`src/rtl/mux_pkg.sv`:
```
// Shared definitions for the parameterised stream multiplexer: mode encodings and
// the select-index width helper used by both the top level and the arbiter.
package mux_pkg;

  localparam int unsigned MODE_SEL = 0;
  localparam int unsigned MODE_RR  = 1;

  // Select/index width: clog2(n), but never narrower than one bit.
  function automatic int unsigned sel_width(input int unsigned n);
    return (n > 1) ? $clog2(n) : 1;
  endfunction

endpackage

```
`src/rtl/rr_arbiter.sv`:
```
// Round-robin arbiter: grants the first requester at or after ptr (wrapping) and
// moves ptr past the granted channel only when the caller reports a transfer.
module rr_arbiter
  import mux_pkg::*;
#(
  parameter  int unsigned N  = 8,
  localparam int unsigned SW = sel_width(N)
) (
  input  logic          clk,
  input  logic          rst,
  input  logic [N-1:0]  req,
  input  logic          advance,
  output logic [N-1:0]  grant,
  output logic [SW-1:0] grant_idx
);

  logic [SW-1:0] r_ptr;
  logic          w_found;

  always_comb begin : search
    int unsigned idx;
    grant     = '0;
    grant_idx = '0;
    w_found   = 1'b0;
    idx       = 0;
    for (int unsigned k = 0; k < N; k++) begin
      idx = 32'(r_ptr) + k;
      if (idx >= N) idx = idx - N;
      if (!w_found && req[idx]) begin
        w_found        = 1'b1;
        grant[idx]     = 1'b1;
        grant_idx      = SW'(idx);
      end
    end
  end

  always_ff @(posedge clk) begin
    if (rst) begin
      r_ptr <= '0;
    end else if (advance) begin
      r_ptr <= (grant_idx == SW'(N - 1)) ? '0 : grant_idx + 1'b1;
    end
  end

endmodule

```
`src/rtl/param_stream_mux.sv`:
```
// N-to-1 valid/ready stream multiplexer with a registered output stage; channel
// choice is either an external select or round-robin arbitration.
module param_stream_mux
  import mux_pkg::*;
#(
  parameter  int unsigned N    = 8,
  parameter  int unsigned W    = 8,
  parameter  int unsigned MODE = MODE_RR,
  localparam int unsigned SW   = sel_width(N)
) (
  input  logic           clk,
  input  logic           rst,
  input  logic [N*W-1:0] in_data,
  input  logic [N-1:0]   in_valid,
  output logic [N-1:0]   in_ready,
  input  logic [SW-1:0]  sel,
  output logic [W-1:0]   out_data,
  output logic           out_valid,
  input  logic           out_ready,
  output logic [SW-1:0]  out_ch
);

  logic          w_load_en;
  logic          w_in_xfer;
  logic          w_advance;
  logic [N-1:0]  w_sel_grant;
  logic [N-1:0]  w_rr_grant;
  logic [N-1:0]  w_grant;
  logic [SW-1:0] w_rr_idx;
  logic [SW-1:0] w_grant_idx;
  logic [W-1:0]  w_mux_data;

  logic [W-1:0]  r_out_data;
  logic          r_out_valid;
  logic [SW-1:0] r_out_ch;

  // An out-of-range select matches no channel, so nothing is granted.
  always_comb begin
    w_sel_grant = '0;
    for (int unsigned i = 0; i < N; i++) begin
      if (sel == SW'(i)) w_sel_grant[i] = 1'b1;
    end
  end

  rr_arbiter #(
    .N(N)
  ) u_arb (
    .clk      (clk),
    .rst      (rst),
    .req      (in_valid),
    .advance  (w_advance),
    .grant    (w_rr_grant),
    .grant_idx(w_rr_idx)
  );

  assign w_grant     = (MODE == MODE_RR) ? w_rr_grant : w_sel_grant;
  assign w_grant_idx = (MODE == MODE_RR) ? w_rr_idx : sel;

  // Grant never looks at ready; ready only gates the grant.
  assign w_load_en = !r_out_valid || out_ready;
  assign in_ready  = (rst || !w_load_en) ? '0 : w_grant;
  assign w_in_xfer = |(in_ready & in_valid);
  assign w_advance = w_in_xfer && (MODE == MODE_RR);

  always_comb begin
    w_mux_data = '0;
    for (int unsigned i = 0; i < N; i++) begin
      if (w_grant[i]) w_mux_data = in_data[i*W +: W];
    end
  end

  always_ff @(posedge clk) begin
    if (rst) begin
      r_out_valid <= 1'b0;
      r_out_data  <= '0;
      r_out_ch    <= '0;
    end else if (w_load_en) begin
      r_out_valid <= w_in_xfer;
      if (w_in_xfer) begin
        r_out_data <= w_mux_data;
        r_out_ch   <= w_grant_idx;
      end
    end
  end

  assign out_data  = r_out_data;
  assign out_valid = r_out_valid;
  assign out_ch    = r_out_ch;

endmodule

```
`config.mk`:
```
export PLATFORM = sky130hd
export DESIGN_NAME = param_stream_mux
export DESIGN_NICKNAME = d
export VERILOG_FILES = /design/src/rtl/mux_pkg.sv /design/src/rtl/rr_arbiter.sv /design/src/rtl/param_stream_mux.sv
export SDC_FILE = /design/constraint.sdc
export NUM_CORES = 1
export LEC_CHECK = 0
export BUFFER_PORTS_ARGS = -buffer_cell sky130_fd_sc_hd__buf_2
export CAP_MARGIN = 20
export CORE_ASPECT_RATIO = 1.2
export CORE_MARGIN = 3
export CORE_UTILIZATION = 50
export DETAILED_ROUTE_END_ITERATION = 8
export MAX_ROUTING_LAYER = met4
export PLACE_DENSITY = 0.8
export SETUP_SLACK_MARGIN = 0.02
export SLEW_MARGIN = 20
export SYNTH_ARGS = -nofsm -noshare
export SYNTH_HDL_FRONTEND = slang
export SYNTH_SLANG_ARGS = --single-unit
```
`constraint.sdc`:
```
create_clock -name clk -period 4.8 [get_ports clk]
set_input_delay 0.24 -clock clk [delete_from_list [all_inputs] [get_ports clk]]
set_output_delay 0.24 -clock clk [all_outputs]
set_load 0.03 [all_outputs]
```
* Yosys cells after proc, flatten, opt, wreduce, memory -nomap -nowiden
Index checks and enable logic that the tools add are counted.
** Storage, ports and cells
- Bits in registers :: 15
- Output and inout port bits :: 20
- Logic and storage cells :: 154
** Operators by class
- Reduce and logical (&&, ||, !) cells :: 28
- Add/sub/neg operators :: 16
- Bitwise operators :: 8
- Muxes and demuxes :: 73
- Magnitude comparators :: 24
- Equality and inequality tests :: 1
** Operators with widths (number)
- >= comparator 32 x 1 -> 1 bit (second input constant) :: 8
- < comparator 32 x 4 -> 1 bit (second input constant) :: 8
- 2-to-1 mux 32 bit :: 8
- >= comparator 32 x 4 -> 1 bit (second input constant) :: 7
- subtractor 32 x 4 -> 32 bit (second input constant) :: 7
- 2-to-1 mux 8 bit :: 17
- OR 8 bit :: 7
- 2-to-1 mux 3 bit :: 9
- binary-select mux 1 bit (select 3 bit) :: 8
- demux 1 bit (select 3 bit) :: 8
- 2-to-1 mux 1 bit :: 23
- adder 3 x 3 -> 4 bit (second input constant) :: 4
- logical AND 1 bit :: 15
- logical NOT 1 bit :: 9
- adder 3 x 2 -> 4 bit (second input constant) :: 2
- AND 8 bit :: 1
- OR reduction 8 bit :: 1
- subtractor 3 x 4 -> 5 bit (second input constant) :: 1
- adder 3 x 1 -> 4 bit (second input constant) :: 1
- >= comparator 3 x 4 -> 1 bit (second input constant) :: 1
- adder 3 x 1 -> 3 bit (second input constant) :: 1
- equality test 3 bit (second input constant) :: 1
- logical OR 1 bit :: 2
- AND reduction 2 bit :: 1

* Logic depth before layout (Yosys ltp)
Gate-level depths: netlist of the first run.
- Depth after elaboration :: 34
- Gate-level depth with buffers :: 17

* Cells and area by module
A second synthesis of the first run with hierarchy kept.
** Unflattened totals
- Cell total of the unflattened synthesis :: 338
- Area total of the unflattened synthesis :: 2625.0 um2
** Modules (own cells, without submodules)
- rr_arbiter :: instances 1, area an instance 1433.9 um2, cells an instance 168
- param_stream_mux :: instances 1, area an instance 1191.1 um2, cells an instance 170

* Worst setup path after synthesis of the first run
No wires, ideal clock.
- Kind :: register to register
- From :: register u_arb.r_ptr[1]
- To :: register r_out_ch[1], in the netlist out_ch[1]
- Library setup time :: 124 ps
- Period minus slack after synthesis :: 3878 ps
- Stages on the path, launching flop included :: 16
- Path buffers :: 4
- Data required time :: 4676 ps
- Setup slack :: 922 ps
- Arrival :: 3754 ps
- Path through :: dfxtp_1 > buf_2 > inv_2 > ha_1 > buf_6 > mux4_2 > mux2_2 > buf_2 > nor3_2 > a311oi_1 > o32a_1 > o2111ai_1 > o31a_1 > buf_6 > mux2i_1 > nor2_1
** Between the ends
- Word-level cells in the longest chain between the ends :: 30
- Elaborated cells between the ends (all ways) :: 135
** RTL lines
- start: declaration :: line rr_arbiter.sv:17 : logic [SW-1:0] r_ptr;
- start signal: assignment :: line rr_arbiter.sv:41 : r_ptr <= (grant_idx == SW'(N - 1)) ? '0 : grant_idx + 1'b1;
- branches (longest 30 deep; another with subtractor 32 x 4 -> 32 bit)
- end signal: assignment :: line param_stream_mux.sv:81 : r_out_ch <= w_grant_idx;
- end: declaration :: line param_stream_mux.sv:35 : logic [SW-1:0] r_out_ch;
Parallel ways; which one is timed is not known. The select of a mux whose other input is x is not followed.
A chain may end at the register's enable or synchronous reset.

* Worst setup path after layout of the first run
Same ends and word-level chain as after synthesis.

==> impl_metrics.csv, run 1 <==
group,metric,value,unit
outcome,outcome,"finished clean",
power,p_leak,0.001487,uW
clocking,hold_buffers,0,
worst_setup_path,crit_chain,"inv_2 -> ha_1 -> buf_4 -> mux2i_1 -> mux2i_1 -> o221ai_2 -> nand4_1 -> buf_4 -> o311a_1 -> o221ai_2 -> o31a_1 -> mux2i_1 -> nor2_1",
detailed_routing,viasPerCell,6.847,
clocking,cts_tree,"yes",
worst_setup_path,worstPathRequired,4.92,ns
floorplan,start_util,0.5272,
power,finalPower,2642,uW
place,portBuffers,94,
worst_setup_path,cp_top_family,"compound AO/OA/AOI/OAI gates",
clocking,postCtsSetupBuffers,0,
global_routing,grt_max_degree,48,
detailed_routing,drt_first_pass_iters,6,
clocking,clkTransAtPathRegs,0.05,ns
run,maxCapViolations,0,
worst_setup_path,path_buf_inv,3,
logic_synthesis,synth_nets,490,
final_layout,nets,577,
detailed_routing,wl_per_cell,20.95,um
place,numPlacedInstances,565,
worst_setup_path,worst_path_most_repeated_cell,"mux2i_1",
global_routing,grt_usage,0.3410,
logic_synthesis,ys_seq_elements,15,
floorplan,die_h,91.25,um
detailed_routing,num_vias,3896,
logic_synthesis,synth_edf_count,0,
logic_synthesis,ys_warn_count,0,
final_layout,area_delta_synth_final,19.55,%
sta,rsz0062_at_grt,"false",
logic_synthesis,syn_inst,403,
sta,whs,0.2998,ns
clocking,h-tree-depth,1,
worst_setup_path,setup.worst_path.start_class,"flip-flop",
logic_synthesis,ys_seq_area_frac,0.09917,
worst_setup_path,crit_fanout,27,
worst_setup_path,critPathCaptureType,"flip-flop",
sta,min_period_over_period,0.9355,
clocking,cts_root_buf,"clkbuf_8",
global_routing,grt_pass1_vias,3641,
clocking,cts-buffers-inserted,3,
clocking,cts_resized,0,
detailed_routing,drc,0,
sta,worst_pin_slew,0.6529,ns
logic_synthesis,syn-mean-instance-area,7.513,um2
sta,finalHoldViolCount,0,
logic_synthesis,async_flop_share,0,
floorplan,io_pins,98,
worst_setup_path,worstSetupPathType,"flip-flop to flip-flop",
final_layout,drive_gt1_frac,0.2986,
logic_synthesis,synth_cell_types,71,
logic_synthesis,synth_ff_type,"dfxtp_1",
clocking,clkLatencyLatePin,0.25,ns
sta,layout_min_cycle_time,4.491,ns
sta,clock_skew,0.004888,ns
floorplan,die-width,77.04,um
power,vdd_drop_max,0.5173,mV
worst_setup_path,cpPeakStageDelay,0.50,ns
hold_path,min_path_type,"input port to flip-flop",
clocking,cts_sinks,15,
floorplan,core-area,0.005743,mm2
final_layout,layout_common_cells,"buf_2, nor2_1, nand2_1, a21oi_1, mux2i_1",
floorplan,fp-row-count,30,
sta,slew_viol_final,0,
sta,fin_setup_tns,0,ns
place,hpwlAfterDp,9263,um
logic_synthesis,synth_top_area_share,0.09917,
logic_synthesis,yosys-top-cells-area,"dfxtp_1, mux2i_1, mux4_2, a21oi_1, o21ai_0",
final_layout,antenna_cells,0,
final_layout,mostFrequentLayoutCell,"buf_2",
detailed_routing,ant_nets,0,
global_routing,antenna_found_initial,0,
sta,slew_headroom,0.5632,
global_routing,overflow,0,
logic_synthesis,synth.cell_area,0.003028,mm2
sta,max_freq,0.2227,GHz
logic_synthesis,synth_top_cell_by_area,"dfxtp_1",
worst_setup_path,crit_arrival,4.61,ns
worst_setup_path,crit_path_top_delay_cell,"nand4_1",
detailed_routing,wirelength,11920,um
sta,finalSetupViolations,0,
floorplan,dieArea,0.007030,mm2
global_routing,grt_pass1_wl,18870,um
power,p_per_area,730.0,mW/mm2
place,place_congestion,1.004,
final_layout,final_cells,569,
clocking,clk_path_buf_depth,2,
detailed_routing,drt_iter0_drc,391,
## logic make-up (layout without fill, tap and decap cells)
family / Yosys count / in the layout / synth area share
AOI/OAI and AO/OA: 151 / 151 / 0.3529
xor gates and xnor gates: 5 / 5 / 0.01695
adders and majority gates: 9 / 9 / 0.03719
buffers and inverters: 44 / 130 / 0.06735
DFF: 15 / 15 / 0.09917
muxes: 42 / 42 / 0.1843
and+or+nand+nor: 137 / 137 / 0.2422
## worst register-to-register path: stages, from the launching register on
cell,delay [ns]
dfxtp_1,0.34
inv_2,0.14
ha_1,0.38
buf_4,0.35
mux2i_1,0.33
mux2i_1,0.15
o221ai_2,0.45
nand4_1,0.51
buf_4,0.33
o311a_1,0.43
o221ai_2,0.25
o31a_1,0.39
mux2i_1,0.25
nor2_1,0.06
## cell type report
cell class                      instances  area (um2)
Tap cell                               80       100.1
Clock buffer                            4       45.04
Timing Repair Buffer                  110       590.6
Fill cell                             499        2123
Sequential cell                        15       300.3
Multi-Input combinational cell        344        2524
Inverter                               16       60.06
## power by group
part | total, uW | internal (uW) | switching [uW]
logic | 2340 | 849 | 1490
clock network | 99.4 | 58.7 | 40.7
registers | 205 | 177 | 28.2
## metrics by stage
stage / area (um2) / worst slack (ns) / util
after detailed placement: 3575 / 0.4126 / 0.6224
after global placement: 3575 / 0.5436 / 0.6224
after CTS: 3620 / 0.3960 / 0.6303
after global routing: 3620 / 0.03565 / 0.6303
final: 3620 / 0.3094 / 0.6303
after floorplan: 3028 / 0.9220 / -
## synthesized netlist by cell type (9+ instances only)
cell type / count
dfxtp_1: 15
nor2_1: 32
a221o_1: 9
o21ai_0: 24
inv_1: 14
clkbuf_1: 9
buf_2: 12
mux4_2: 9
nand3b_1: 9
ha_1: 9
o211ai_1: 11
nand3_1: 11
a211oi_1: 12
a21oi_1: 32
mux2i_1: 25
o22ai_1: 14
nand2_1: 32
## worst paths after layout
| kind | startpoint | endpoint | slack (ns) | depth (start not counted) |
|---|---|---|---|---|
| setup / recovery | u_arb.r_ptr[1] | out_ch[1] | 0.31 | 13 |
| hold / removal | out_ready | out_valid | 0.30 | 4 |
| setup reg to reg | u_arb.r_ptr[1] | out_ch[1] | 0.31 | 13 |
| hold reg to reg | out_ch[2] | out_ch[2] | 0.49 | 2 |
## flip-flops by register name (all words and copies together) (netlist names), named ones only
signal	cells
out_data	8
out_ch	3
u_arb.r_ptr	2
out_valid	1
## metal layers
layer | global-route usage | vias to the layer above | share of wire
met2 | 0.5632 | 255 | 0.49
met5 | - | - | 0
li1 | - | 1760 | -
met1 | 0.4273 | 1831 | 0.39
met3 | 0.03671 | 50 | 0.080
met4 | 0.1320 | 0 | 0.039
No activity file was read; power rests on OpenSTA's default activity.
==> inputs of run 2 (changes only) <==
--- a/config.mk
+++ b/config.mk
@@ -7,12 +7,12 @@
 export LEC_CHECK = 0
 export BUFFER_PORTS_ARGS = -buffer_cell sky130_fd_sc_hd__buf_2
 export CAP_MARGIN = 20
+export CELL_PAD_IN_SITES_DETAIL_PLACEMENT = 0
+export CELL_PAD_IN_SITES_GLOBAL_PLACEMENT = 1
 export CORE_ASPECT_RATIO = 1.2
-export CORE_MARGIN = 3
-export CORE_UTILIZATION = 50
+export CORE_UTILIZATION = 37
 export DETAILED_ROUTE_END_ITERATION = 8
-export MAX_ROUTING_LAYER = met4
-export PLACE_DENSITY = 0.8
+export PLACE_DENSITY = 0.83
 export SETUP_SLACK_MARGIN = 0.02
 export SLEW_MARGIN = 20
 export SYNTH_ARGS = -nofsm -noshare
==> run 2 against run 1 <==
Against the previous run:
- clock power up 7%
- final cell count up 2.1%
- register-to-register slack better by 0.15 ns
- critical path depth down 1
- clock-buffer cell count unchanged
- setup slack better by 0.15 ns
- first-iteration DRC count down 7.7%
- utilization down 16 points
- critical path type unchanged
- highest routed layer unchanged
==> impl_metrics.csv, run 2 (same netlist as run 1, synthesis figures left out) <==
group,metric,value,unit
outcome,outcome,"finished clean",
hold_path,hp-start,"out_ready",
global_routing,grt_use_met2,0.4778,
global_routing,use_met1,0.3524,
sta,fin_setup_tns,0,ns
worst_setup_path,worstPathRequired,4.97,ns
floorplan,core-area,0.007795,mm2
detailed_routing,drt_iter0_drc,361,
detailed_routing,wl_per_cell,20.45,um
final_layout,largest_reg_flops,8,
worst_setup_path,crit_arrival,4.51,ns
run,maxCapViolations,0,
clocking,clk_path_buf_depth,2,
final_layout,drive_gt1_frac,0.2986,
clocking,cts-buffers-inserted,3,
sta,rsz0062_at_grt,"false",
detailed_routing,viasPerCell,6.448,
sta,layout_min_cycle_time,4.342,ns
power,p_leak,0.001488,uW
sta,finalSetupViolations,0,
global_routing,grt_max_degree,48,
floorplan,die_h,101.1,um
clocking,cts_sinks,15,
sta,clock_skew,0.003534,ns
global_routing,grt_pass1_vias,3485,
floorplan,io_pins,98,
detailed_routing,drt_first_pass_iters,6,
global_routing,grt_pass1_wl,18640,um
final_layout,mostFrequentLayoutCell,"buf_2",
clocking,hold_buffers,0,
sta,min_period_over_period,0.9046,
sta,slew_headroom,0.5011,
global_routing,use_met3,0.02048,
sta,worst_pin_slew,0.7429,ns
sta,max_freq,0.2303,GHz
final_layout,utilization,0.4674,
clocking,clkLatencyLatePin,0.25,ns
place,portBuffers,94,
detailed_routing,drc,0,
global_routing,overflow,0,
worst_setup_path,rrSetupSlack,0.46,ns
floorplan,dieArea,0.008551,mm2
clocking,cts_root_buf,"clkbuf_8",
global_routing,grt_usage,0.2738,
sta,finalHoldViolCount,0,
hold_path,min_path_type,"input port to flip-flop",
clocking,postCtsSetupBuffers,0,
detailed_routing,wirelength,11880,um
power,vdd_drop_max,0.4208,mV
worst_setup_path,critPathCaptureType,"flip-flop",
clocking,clkTransAtPathRegs,0.06,ns
floorplan,fp-row-count,35,
clocking,cts_tree,"yes",
place,place_congestion,0.9438,
sta,slew_viol_final,0,
final_layout,nets,577,
clocking,cts_resized,0,
power,p_per_area,722.6,mW/mm2
final_layout,area_delta_synth_final,20.33,%
clocking,h-tree-depth,1,
place,hpwlAfterDp,9328,um
worst_setup_path,setup.worst_path.start_class,"flip-flop",
final_layout,antenna_cells,0,
floorplan,die-width,84.58,um
worst_setup_path,worstSetupPathType,"flip-flop to flip-flop",
global_routing,antenna_found_initial,0,
worst_setup_path,crit_fanout,12,
final_layout,layout_common_cells,"buf_2, nor2_1, nand2_1, a21oi_1, mux2i_1",
detailed_routing,num_vias,3746,
global_routing,grt-busiest-layer,"met2",
detailed_routing,ant_nets,0,
floorplan,start_util,0.3884,
==> run 2: cell types whose count changed in the layout (fill, tap and decap cells not counted) <==
| cell | before | now |
|---|---|---|
| clkbuf_2 | 0 | 1 |
| o221ai_2 | 2 | 1 |
| o221ai_4 | 0 | 1 |
| buf_4 | 16 | 15 |
==> run 2: layout make-up <==
type | count | area [um2]
timing repair buffer | 110 | 588.1
multi-input combinational | 344 | 2535
fill | 809 | 4151
tap | 92 | 115.1
sequential | 15 | 300.3
clock buffer | 4 | 45.04
inverter | 16 | 60.06
==> run 2: critical path, cell delays in order (launching register included) <==
cell	delay, ns
dfxtp_1	0.34
inv_2	0.10
ha_1	0.53
mux4_1	0.76
mux2_2	0.44
or2_1	0.33
nor2_1	0.13
a311oi_1	0.08
o32a_1	0.41
o2111ai_1	0.40
o31a_1	0.39
a21oi_1	0.12
a211oi_1	0.21
==> run 2: path summary, 6_finish.rpt <==
kind,end,depth (start not counted)
worst min-delay path,out_valid,4
worst max register to register,flip-flop,12
worst min register to register,out_data[5],2
worst max-delay path,flip-flop,12
==> run 2: power breakdown <==
part / switching, uW / internal [uW] / leakage (uW) / total (uW)
registers: 26.9 / 177 / 0.000122 / 203
clock network: 47.6 / 58.9 / 0.0000228 / 106
logic: 1470 / 852 / 0.00134 / 2320
total: 1550 / 1090 / 0.00149 / 2630
==> run 2: metal layers <==
metal | vias to the layer above | part of all wire
met1 | 1736 | 0.41
met5 | - | 0
met2 | 222 | 0.49
met3 | 34 | 0.071
met4 | 0 | 0.031
li1 | 1754 | -
==> run 2: stage by stage <==
step / setup slack, ns / area [um2] / instances / power [uW] / hold WS [ns]
floorplan: 0.9220 / 3028 / 403 / 1901 / 0.3457
global placement: 0.5732 / 3582 / 576 / 2456 / 0.4635
detailed placement: 0.4900 / 3582 / 576 / 2453 / 0.4630
CTS: 0.4823 / 3627 / 580 / 2568 / 0.2831
global route: 0.1093 / 3643 / 581 / 2816 / 0.3114
finish: 0.4580 / 3643 / 581 / 2633 / 0.2809
==> inputs of run 3 (changes only) <==
--- a/config.mk
+++ b/config.mk
@@ -12,7 +12,8 @@
 export CORE_ASPECT_RATIO = 1.2
 export CORE_UTILIZATION = 37
 export DETAILED_ROUTE_END_ITERATION = 8
-export PLACE_DENSITY = 0.83
+export PLACE_DENSITY = 0.79
+export REMOVE_ABC_BUFFERS = 1
 export SETUP_SLACK_MARGIN = 0.02
 export SLEW_MARGIN = 20
 export SYNTH_ARGS = -nofsm -noshare
==> run 3 against run 2 <==
Against the previous run:
- routed wire length rose by 2.2%
- sequential share of layout area barely moved
- clock skew fell by 0.00053 ns
- fmax fell by 2.2%
==> impl_metrics.csv, run 3 (same netlist as run 1, synthesis figures left out) <==
group,metric,value,unit
worst_setup_path,crit_path_top_delay_cell,"nor3_1",
worst_setup_path,rr_endpoint,"out_data[5]",
place,hpwlAfterDp,9229,um
global_routing,grt_usage,0.2833,
power,power_frac_seq,0.077,
worst_setup_path,crit_fanout,13,
floorplan,die_h,101.1,um
final_layout,mostFrequentLayoutCell,"buf_2",
sta,finalSetupViolations,0,
final_layout,drive_gt1_frac,0.3012,
floorplan,core-area,0.007795,mm2
clocking,clkLatencyLatePin,0.25,ns
hold_path,whs_path_depth,4,
detailed_routing,ant_nets,0,
floorplan,io_pins,98,
sta,rsz0062_at_grt,"false",
worst_setup_path,r2r-start,"u_arb.r_ptr[1]",
worst_setup_path,rrSetupSlack,0.37,ns
sta,slew_viol_final,0,
final_layout,fillCellCount,791,
clocking,cts_root_buf,"clkbuf_8",
worst_setup_path,cp_top_family,"simple AND/OR/NAND/NOR gates",
detailed_routing,drt_first_pass_iters,5,
floorplan,fp-row-count,35,
worst_setup_path,worstPathRequired,4.56,ns
power,p_int,1081,uW
global_routing,grt_pass1_vias,3773,
final_layout,nets,576,
worst_setup_path,worstSetupPathType,"flip-flop to output pin",
worst_setup_path,path_buf_inv,4,
worst_setup_path,worst_path_most_repeated_cell,"buf_4",
power,combPwrFrac,0.882,
clocking,clkTransAtPathRegs,0.07,ns
run,maxCapViolations,0,
worst_setup_path,critPathCaptureType,"output pin",
sta,worst_slack,0.3596,ns
clocking,clk_path_buf_depth,2,
worst_setup_path,crit_chain,"inv_2 -> ha_1 -> buf_4 -> mux2i_1 -> mux4_2 -> a32o_1 -> nand4_1 -> buf_4 -> o22ai_1 -> nor3_1 -> nor2_1 -> buf_2",
detailed_routing,wirelength,12150,um
place,place_area,0.003582,mm2
clocking,hold_buffers,0,
final_layout,antenna_cells,0,
final_layout,layout_common_cells,"buf_2, nor2_1, nand2_1",
clocking,h-tree-depth,1,
clocking,postCtsSetupBuffers,0,
sta,min_period_over_period,0.9251,
hold_path,hold_end,"out_valid",
floorplan,start_util,0.3884,
place,portBuffers,94,
detailed_routing,num_vias,3789,
detailed_routing,drc,0,
power,p_switching,1545,uW
detailed_routing,wl_per_cell,20.94,um
floorplan,dieArea,0.008551,mm2
worst_setup_path,cpPeakStageDelay,0.93,ns
detailed_routing,drt_iter0_drc,323,
power,p_leak,0.001487,uW
global_routing,grt_pass1_wl,19140,um
clocking,cts_tree,"yes",
power,finalPower,2626,uW
power,p_clk_frac,0.040,
hold_path,hp-start,"out_ready",
sta,layout_min_cycle_time,4.440,ns
detailed_routing,viasPerCell,6.533,
worst_setup_path,r2r_cells,14,
power,vdd_drop_max,0.4043,mV
final_layout,fin_area,0.003632,mm2
floorplan,die-width,84.58,um
global_routing,overflow,0,
final_layout,utilization,0.4660,
sta,worst_pin_slew,1.116,ns
global_routing,grt_max_degree,48,
place,place_congestion,1.019,
sta,finalHoldViolCount,0,
clocking,cts_sinks,15,
worst_setup_path,setup.worst_path.start_class,"flip-flop",
sta,clock_skew,0.003006,ns
power,p_per_area,723.1,mW/mm2
place,dp_slack,0.3233,ns
hold_path,min_path_type,"input port to flip-flop",
clocking,cts_resized,0,
sta,slew_headroom,0.2501,
power,netSwitchingFraction,0.5884,
outcome,outcome,"finished clean",
final_layout,area_delta_synth_final,19.96,%
final_layout,largest_reg_flops,8,
sta,max_freq,0.2252,GHz
clocking,cts-buffers-inserted,3,
worst_setup_path,crit_arrival,4.20,ns
global_routing,antenna_found_initial,0,
==> run 3: changes by cell type in the layout (fill, tap and decap cells not counted), sizes merged <==
cell,delta
clkbuf,-2
clkinv,+1
==> run 3: cell type report <==
cell class,count,area (um2),share of cell area
sequential,15,300.3,0.08267
inverter,16,60.06,0.01653
timing repair buffer,109,583.1,0.1605
clock inverter,1,5.005,0.001378
clock buffer,3,41.29,0.01137
multi-input combinational,344,2527,0.6958
tap,92,115.1,0.03169
==> run 3: routing by layer <==
metal,global-route usage,up-vias,part of all wire
met1,0.3448,1748,0.40
met5,0,-,0
met4,0.1447,0,0.038
met2,0.4972,242,0.49
met3,0.02703,43,0.076
li1,-,1756,-
==> run 3: worst reg2reg max path, delay by kind of cell, from the launching register on <==
kind / cells / cell delay (ns)
mux: 2 / 0.64
compound gates: 6 / 1.26
fa+ha+maj: 1 / 0.36
simple gates: 2 / 1.11
buf+inv: 3 / 0.65
flops: 1 / 0.32
==> run 3: worst max-delay path by stage <==
stage / start / to / slack, ns / cells past startpoint
after floorplan: flip-flop / u_arb.r_ptr[2] / -0.55 / 12
final: u_arb.r_ptr[1] / in_ready[2] / 0.36 / 12
after detailed placement: u_arb.r_ptr[1] / out_data[7] / 0.32 / 13
after CTS: u_arb.r_ptr[1] / out_data[7] / 0.31 / 13
after global routing: u_arb.r_ptr[1] / out_data[6] / 0.18 / 14
after global placement: u_arb.r_ptr[1] / out_data[7] / 0.39 / 13
==> run 3: power groups by stage <==
stage          logic (uW)  clock network (uW)  registers, uW
6_report             2320                 106            203
5_1_grt              2490                 113            209
3_5_place_dp         2270                   0            203
4_1_cts              2270                 109            202
2_1_floorplan        1480                   0            334
3_3_place_gp         2260                   0            204
==> run 3: through the flow <==
step | instances | hold slack, ns | TNS [ns]
after floorplan | 375 | 0.3091 | -8.379
after global placement | 576 | 0.4668 | 0
after detailed placement | 576 | 0.4727 | 0
after CTS | 580 | 0.2781 | 0
after global routing | 580 | 0.3300 | 0
final | 580 | 0.2826 | 0
